## src/rtl/neighbor_link_pkg.sv

```systemverilog
// neighbor_link_pkg: shared width derivations and payload flag positions for the neighbor link channel
package neighbor_link_pkg;
  function automatic int link_id_width(input int n);
    return (n > 1) ? $clog2(n) : 1;
  endfunction
  function automatic int address_width(input int per_dim);
    return 3 * per_dim;
  endfunction
  function automatic int payload_width(input int per_dim);
    return address_width(per_dim) + 2;
  endfunction
  function automatic int increase_bit(input int per_dim);
    return address_width(per_dim);
  endfunction
  function automatic int odd_cluster_bit(input int per_dim);
    return address_width(per_dim) + 1;
  endfunction
endpackage

```

## src/rtl/neighbor_link_arbiter_rr.sv

```systemverilog
// rr_arbiter: round-robin one-hot grant starting after the last popped index, pointer moves only on advance
module rr_arbiter
  import neighbor_link_pkg::*;
#(
  parameter int N = 4
) (
  input  logic         clk,
  input  logic         reset,
  input  logic [N-1:0] req,
  input  logic         advance,
  output logic [N-1:0] grant
);
  localparam int LW = link_id_width(N);
  logic [LW-1:0] last, idx;
  always_comb begin
    grant = '0;
    idx = last;
    for (int k = N; k >= 1; k--) begin
      if (req[(int'(last) + k) % N]) begin
        grant = '0;
        grant[(int'(last) + k) % N] = 1'b1;
        idx = LW'((int'(last) + k) % N);
      end
    end
  end
  always_ff @(posedge clk)
    if (reset) last <= LW'(N - 1);
    else if (advance) last <= idx;
endmodule

```

## src/rtl/neighbor_link_arbiter.sv

```systemverilog
// neighbor_link_arbiter: shares one channel among boundary links (tx round-robin, rx steering, idle detect); NEIGHBOR_ARB_OUT_REG_EN adds a registered tx stage
module neighbor_link_arbiter
  import neighbor_link_pkg::*;
#(
  parameter int PER_DIMENSION_WIDTH = 4,
  parameter int NUM_LINKS = 4,
  parameter int IDLE_CYCLES = 8,
  localparam int ADDRESS_WIDTH = address_width(PER_DIMENSION_WIDTH),
  localparam int PAYLOAD_WIDTH = ADDRESS_WIDTH + 2,
  localparam int LINK_ID_WIDTH = link_id_width(NUM_LINKS),
  localparam int CH_WIDTH = LINK_ID_WIDTH + PAYLOAD_WIDTH
) (
  input  logic                               clk,
  input  logic                               reset,
  input  logic                               initialize,
  input  logic [NUM_LINKS*PAYLOAD_WIDTH-1:0] link_out_data,
  input  logic [NUM_LINKS-1:0]               link_out_valid,
  output logic [NUM_LINKS-1:0]               link_out_ready,
  output logic [CH_WIDTH-1:0]                ch_tx_data,
  output logic                               ch_tx_valid,
  input  logic                               ch_tx_ready,
  input  logic [CH_WIDTH-1:0]                ch_rx_data,
  input  logic                               ch_rx_valid,
  output logic                               ch_rx_ready,
  output logic [PAYLOAD_WIDTH-1:0]           link_in_data,
  output logic [NUM_LINKS-1:0]               link_in_valid,
  output logic                               bad_link_id,
  output logic                               idle
);
  localparam int CW = $clog2(IDLE_CYCLES + 1);
  logic clr, pop, quiet, rx_ok;
  logic [NUM_LINKS-1:0] grant;
  logic [LINK_ID_WIDTH-1:0] gidx, rx_id;
  logic [CH_WIDTH-1:0] head;
  logic [CW-1:0] cnt;
  assign clr = reset | initialize;
  rr_arbiter #(.N(NUM_LINKS)) u_rr (
    .clk(clk),
    .reset(clr),
    .req(link_out_valid),
    .advance(pop),
    .grant(grant)
  );
  always_comb begin
    gidx = '0;
    for (int i = 0; i < NUM_LINKS; i++) gidx = grant[i] ? LINK_ID_WIDTH'(i) : gidx;
  end
  assign head = {gidx, link_out_data[int'(gidx)*PAYLOAD_WIDTH +: PAYLOAD_WIDTH]};
  assign link_out_ready = pop ? grant : '0;
`ifdef NEIGHBOR_ARB_OUT_REG_EN
  logic reg_v;
  logic [CH_WIDTH-1:0] reg_d;
  assign pop = !clr && (|link_out_valid) && (!reg_v || ch_tx_ready);
  always_ff @(posedge clk)
    if (clr) begin
      reg_v <= 1'b0;
      reg_d <= '0;
    end else if (pop) begin
      reg_v <= 1'b1;
      reg_d <= head;
    end else if (ch_tx_ready) reg_v <= 1'b0;
  assign ch_tx_valid = reg_v && !clr;
  assign ch_tx_data = clr ? '0 : reg_d;
`else
  assign ch_tx_valid = !clr && (|link_out_valid);
  assign ch_tx_data = ch_tx_valid ? head : '0;
  assign pop = ch_tx_valid && ch_tx_ready;
`endif
  assign rx_id = ch_rx_data[CH_WIDTH-1 -: LINK_ID_WIDTH];
  assign rx_ok = int'(rx_id) < NUM_LINKS;
  assign link_in_data = ch_rx_data[PAYLOAD_WIDTH-1:0];
  assign link_in_valid = (!clr && ch_rx_valid && rx_ok) ? ({{(NUM_LINKS-1){1'b0}}, 1'b1} << rx_id) : '0;
  assign ch_rx_ready = 1'b1;
  assign quiet = !(|link_out_valid) && !ch_tx_valid && !ch_rx_valid;
  assign idle = cnt == CW'(IDLE_CYCLES);
  always_ff @(posedge clk)
    if (clr) begin
      cnt <= '0;
      bad_link_id <= 1'b0;
    end else begin
      cnt <= !quiet ? '0 : idle ? cnt : cnt + 1'b1;
      if (ch_rx_valid && !rx_ok) bad_link_id <= 1'b1;
    end
endmodule

```

## config.mk

```make
export PLATFORM = sky130hd
export DESIGN_NAME = neighbor_link_arbiter
export DESIGN_NICKNAME = d
export VERILOG_FILES = /design/src/rtl/neighbor_link_pkg.sv /design/src/rtl/neighbor_link_arbiter_rr.sv /design/src/rtl/neighbor_link_arbiter.sv
export SDC_FILE = /design/constraint.sdc
export NUM_CORES = 1
export LEC_CHECK = 0
export ABC_AREA = 1
export BUFFER_PORTS_ARGS = -buffer_cell sky130_fd_sc_hd__buf_2
export CORE_ASPECT_RATIO = 1.25
export CORE_MARGIN = 2
export CORE_UTILIZATION = 26
export CTS_CLUSTER_DIAMETER = 150
export CTS_CLUSTER_SIZE = 30
export DETAILED_ROUTE_END_ITERATION = 7
export PLACE_DENSITY_LB_ADDON = 0.25
export SLEW_MARGIN = 15
export SYNTH_ARGS = -nofsm -noshare
export SYNTH_HDL_FRONTEND = slang
export SYNTH_HIERARCHICAL = 1
export SYNTH_SLANG_ARGS = --single-unit
```

## constraint.sdc

```tcl
create_clock -name clk -period 3.5 [get_ports clk]
set_input_delay 0.7 -clock clk [delete_from_list [all_inputs] [get_ports clk]]
set_output_delay 0.7 -clock clk [all_outputs]
set_load 0.02 [all_outputs]
```

==> metrics.csv <==
metric,value,unit
p_leak,1.37,nW
seq_area,121,sq um
clock_skew,0.00483,ns
grt_pass1_wl,8970,um
cts-buffers-inserted,3,
slew_headroom,0.630,
hold_path_class,flip-flop to flip-flop,
synth_cell_types,31,
vias,2192,
grt_max_degree,19,
critPathLaunch,u_rr/last[0],
final_cell_mix,"87 x buf_2, 84 x nand2_1, 55 x nor2_1, 44 x inv_1, 30 x nand3_1",
core,6610,sq um
dp_slack,0.0382,ns
die-area,7580,sq um
tns,0,ns
p_switching,0.224,mW
endpoint_kind,output pin,
switching_share,0.453,
maxCapViolCount,0,
hold_slack,0.521,ns
worstSetupPathType,flip-flop to output pin,
synth_nets,418,
die_x,78.3,um
clock-sinks,6,
io_buffer_count,92,
maxSlewViolCount,0,
grt_use_total,0.141,
powerDensity,208,nW/um^2
clkPwrFrac,0.209,
routabilityCongestion,0.857,
io_pins,123,
synth_warnings,6,
internal-power,0.270,mW
slowest_delay,0.35,ns
crit_chain,"inv_6, ha_4, inv_2, nand3_1, nand2_2, nand2_2, nor3_4, nand2_1, nand4_1, nand2_4, buf_4, nand3_1, nand2_1, a21oi_2, buf_4",
period_share,0.929,
worstSetupStartpointType,flip-flop,
die_h,96.8,um
cts_root_buffer,clkbuf_8,
setup_violations,0,
crit_required,2.80,ns
ant_nets,0,
hp-start,cnt[1],
wl_per_cell,10.9,um
rsz0062_at_grt,false,
syn2layout_area_growth,32.4,%
grt_antenna_before_repair,0,
rows,33,
viasPerCell,4.37,
start_util,0.271,
drt_iter0_drc,51,
drc,0,
setup_ws,0.249,ns
power_frac_seq,0.141,
drive_gt1_frac,0.395,
fmax,0.308,GHz
netlist_instances,331,
cts_tree,done,
hold_violations,0,
n_antenna_cell,0,
status,finished clean,
comb_power_share,0.649,
insertion_delay,0.22,ns
r2r-start,u_rr/last[0],
cts_hold_buffers,0,
syn-cell-area,1790,sq um
path_max_fanout,11,
wl,5470,um
detail_route.first_pass.iterations,4,
dpl.hpwl,4610,um
multi_input_area,1280,sq um
cts_max_path_buffers,2,
nFillCells,750,
min_period,3.25,ns
yosysSeqAreaShare,0.0670,
cp_top_family,simple AND/OR/NAND/NOR gates,
critPathBufInv,4,
htree_num_levels,1,
max_slew.worst_pin.slew,0.554,ns
arrival,2.55,ns
syn_area_per_cell,5.42,sq um
clkTransAtPathRegs,0.04,ns
total_power,0.494,mW
grt_pass1_vias,2012,
peakVddDrop,0.153,mV
slowest_stage,dfxtp_2,
grt_overflow,0,
synth-seq-cells,6,
final_common_cell,buf_2,
nets,504,
-- layer usage --
layer | GRT usage | wire [um]
met3 | 0.0159 | 371
met4 | 0.0202 | 12
met2 | 0.269 | 2780
met1 | 0.169 | 2310
met5 | 0 | 0
-- Yosys cell counts (all sizes together) --
cell / n / share of area
ha: 6 / 0.042
nor3: 8 / 0.025
xnor2: 1 / 0.0049
conb: 2 / 0.0042
o21bai: 1 / 0.0042
a21oi: 17 / 0.068
buf: 28 / 0.11
nor2: 69 / 0.17
nor3b: 2 / 0.0084
nand2: 94 / 0.22
xor2: 1 / 0.0049
dfxtp: 6 / 0.067
nand4: 3 / 0.010
inv: 54 / 0.12
nand3: 35 / 0.12
o211ai: 1 / 0.0042
o21ai: 3 / 0.0084
-- final timing paths --
kind	end	slack, ns	depth (start not counted)
setup / recovery	ch_tx_data[11]	0.25	15
hold / removal	cnt[1]	0.52	2
setup reg to reg	u_rr/last[0]	1.96	11
hold reg to reg	cnt[1]	0.52	2
-- layout make-up --
cell class / instances / share of cell area
sequential: 6 / 0.0511
inverter: 54 / 0.0896
tap: 87 / 0.0459
multi-input combinational: 243 / 0.541
timing repair buffer: 109 / 0.255
clock buffer: 3 / 0.0174
-- registers in the layout, indices dropped and copies added (netlist names) --
signal	count
cnt	4
u_rr/last	2
-- worst reg2reg max path: cells and delay by family (launching register included) --
kind,cells,cell delay [ns]
flip-flops,1,0.35
AND/OR/NAND/NOR,7,0.59
adder cells (fa/ha/maj),1,0.31
buffers and inverters,3,0.18
-- timing repair --
action,4_1_cts,5_1_grt
gates resized for setup,2,12
setup buffers,1,7
setup endpoints to repair,14,16
pin swaps,1,2
-- power by group through the flow --
stage                     registers [mW]  logic [mW]  clock network, mW
after detailed placement          0.0709       0.306                  0
after floorplan                   0.0710       0.242                  0
after global routing              0.0699       0.355              0.111
after CTS                         0.0698       0.309              0.107
after global placement            0.0709       0.306                  0
final                             0.0699       0.321              0.103
-- stage by stage --
| step | cells | area, sq um | util |
|---|---|---|---|
| final | 502 | 2370 | 0.359 |
| after global routing | 502 | 2370 | 0.359 |
| after CTS | 495 | 2280 | 0.345 |
| after detailed placement | 491 | 2230 | 0.337 |
| after global placement | 491 | 2230 | 0.337 |
| after floorplan | 331 | 1790 | - |
-- cells by family (layout without fill, tap and decap cells) --
group | count (synthesis) | count (layout) | synth area share
compound gates | 22 | 22 | 0.0851
xor+xnor | 2 | 2 | 0.00977
fa+ha+maj | 6 | 6 | 0.0419
buf+inv | 82 | 166 | 0.230
flops | 6 | 6 | 0.0670
other cells | 2 | 2 | 0.00419
simple gates | 211 | 211 | 0.562
Note: power is estimated with default switching activity, not from simulation.
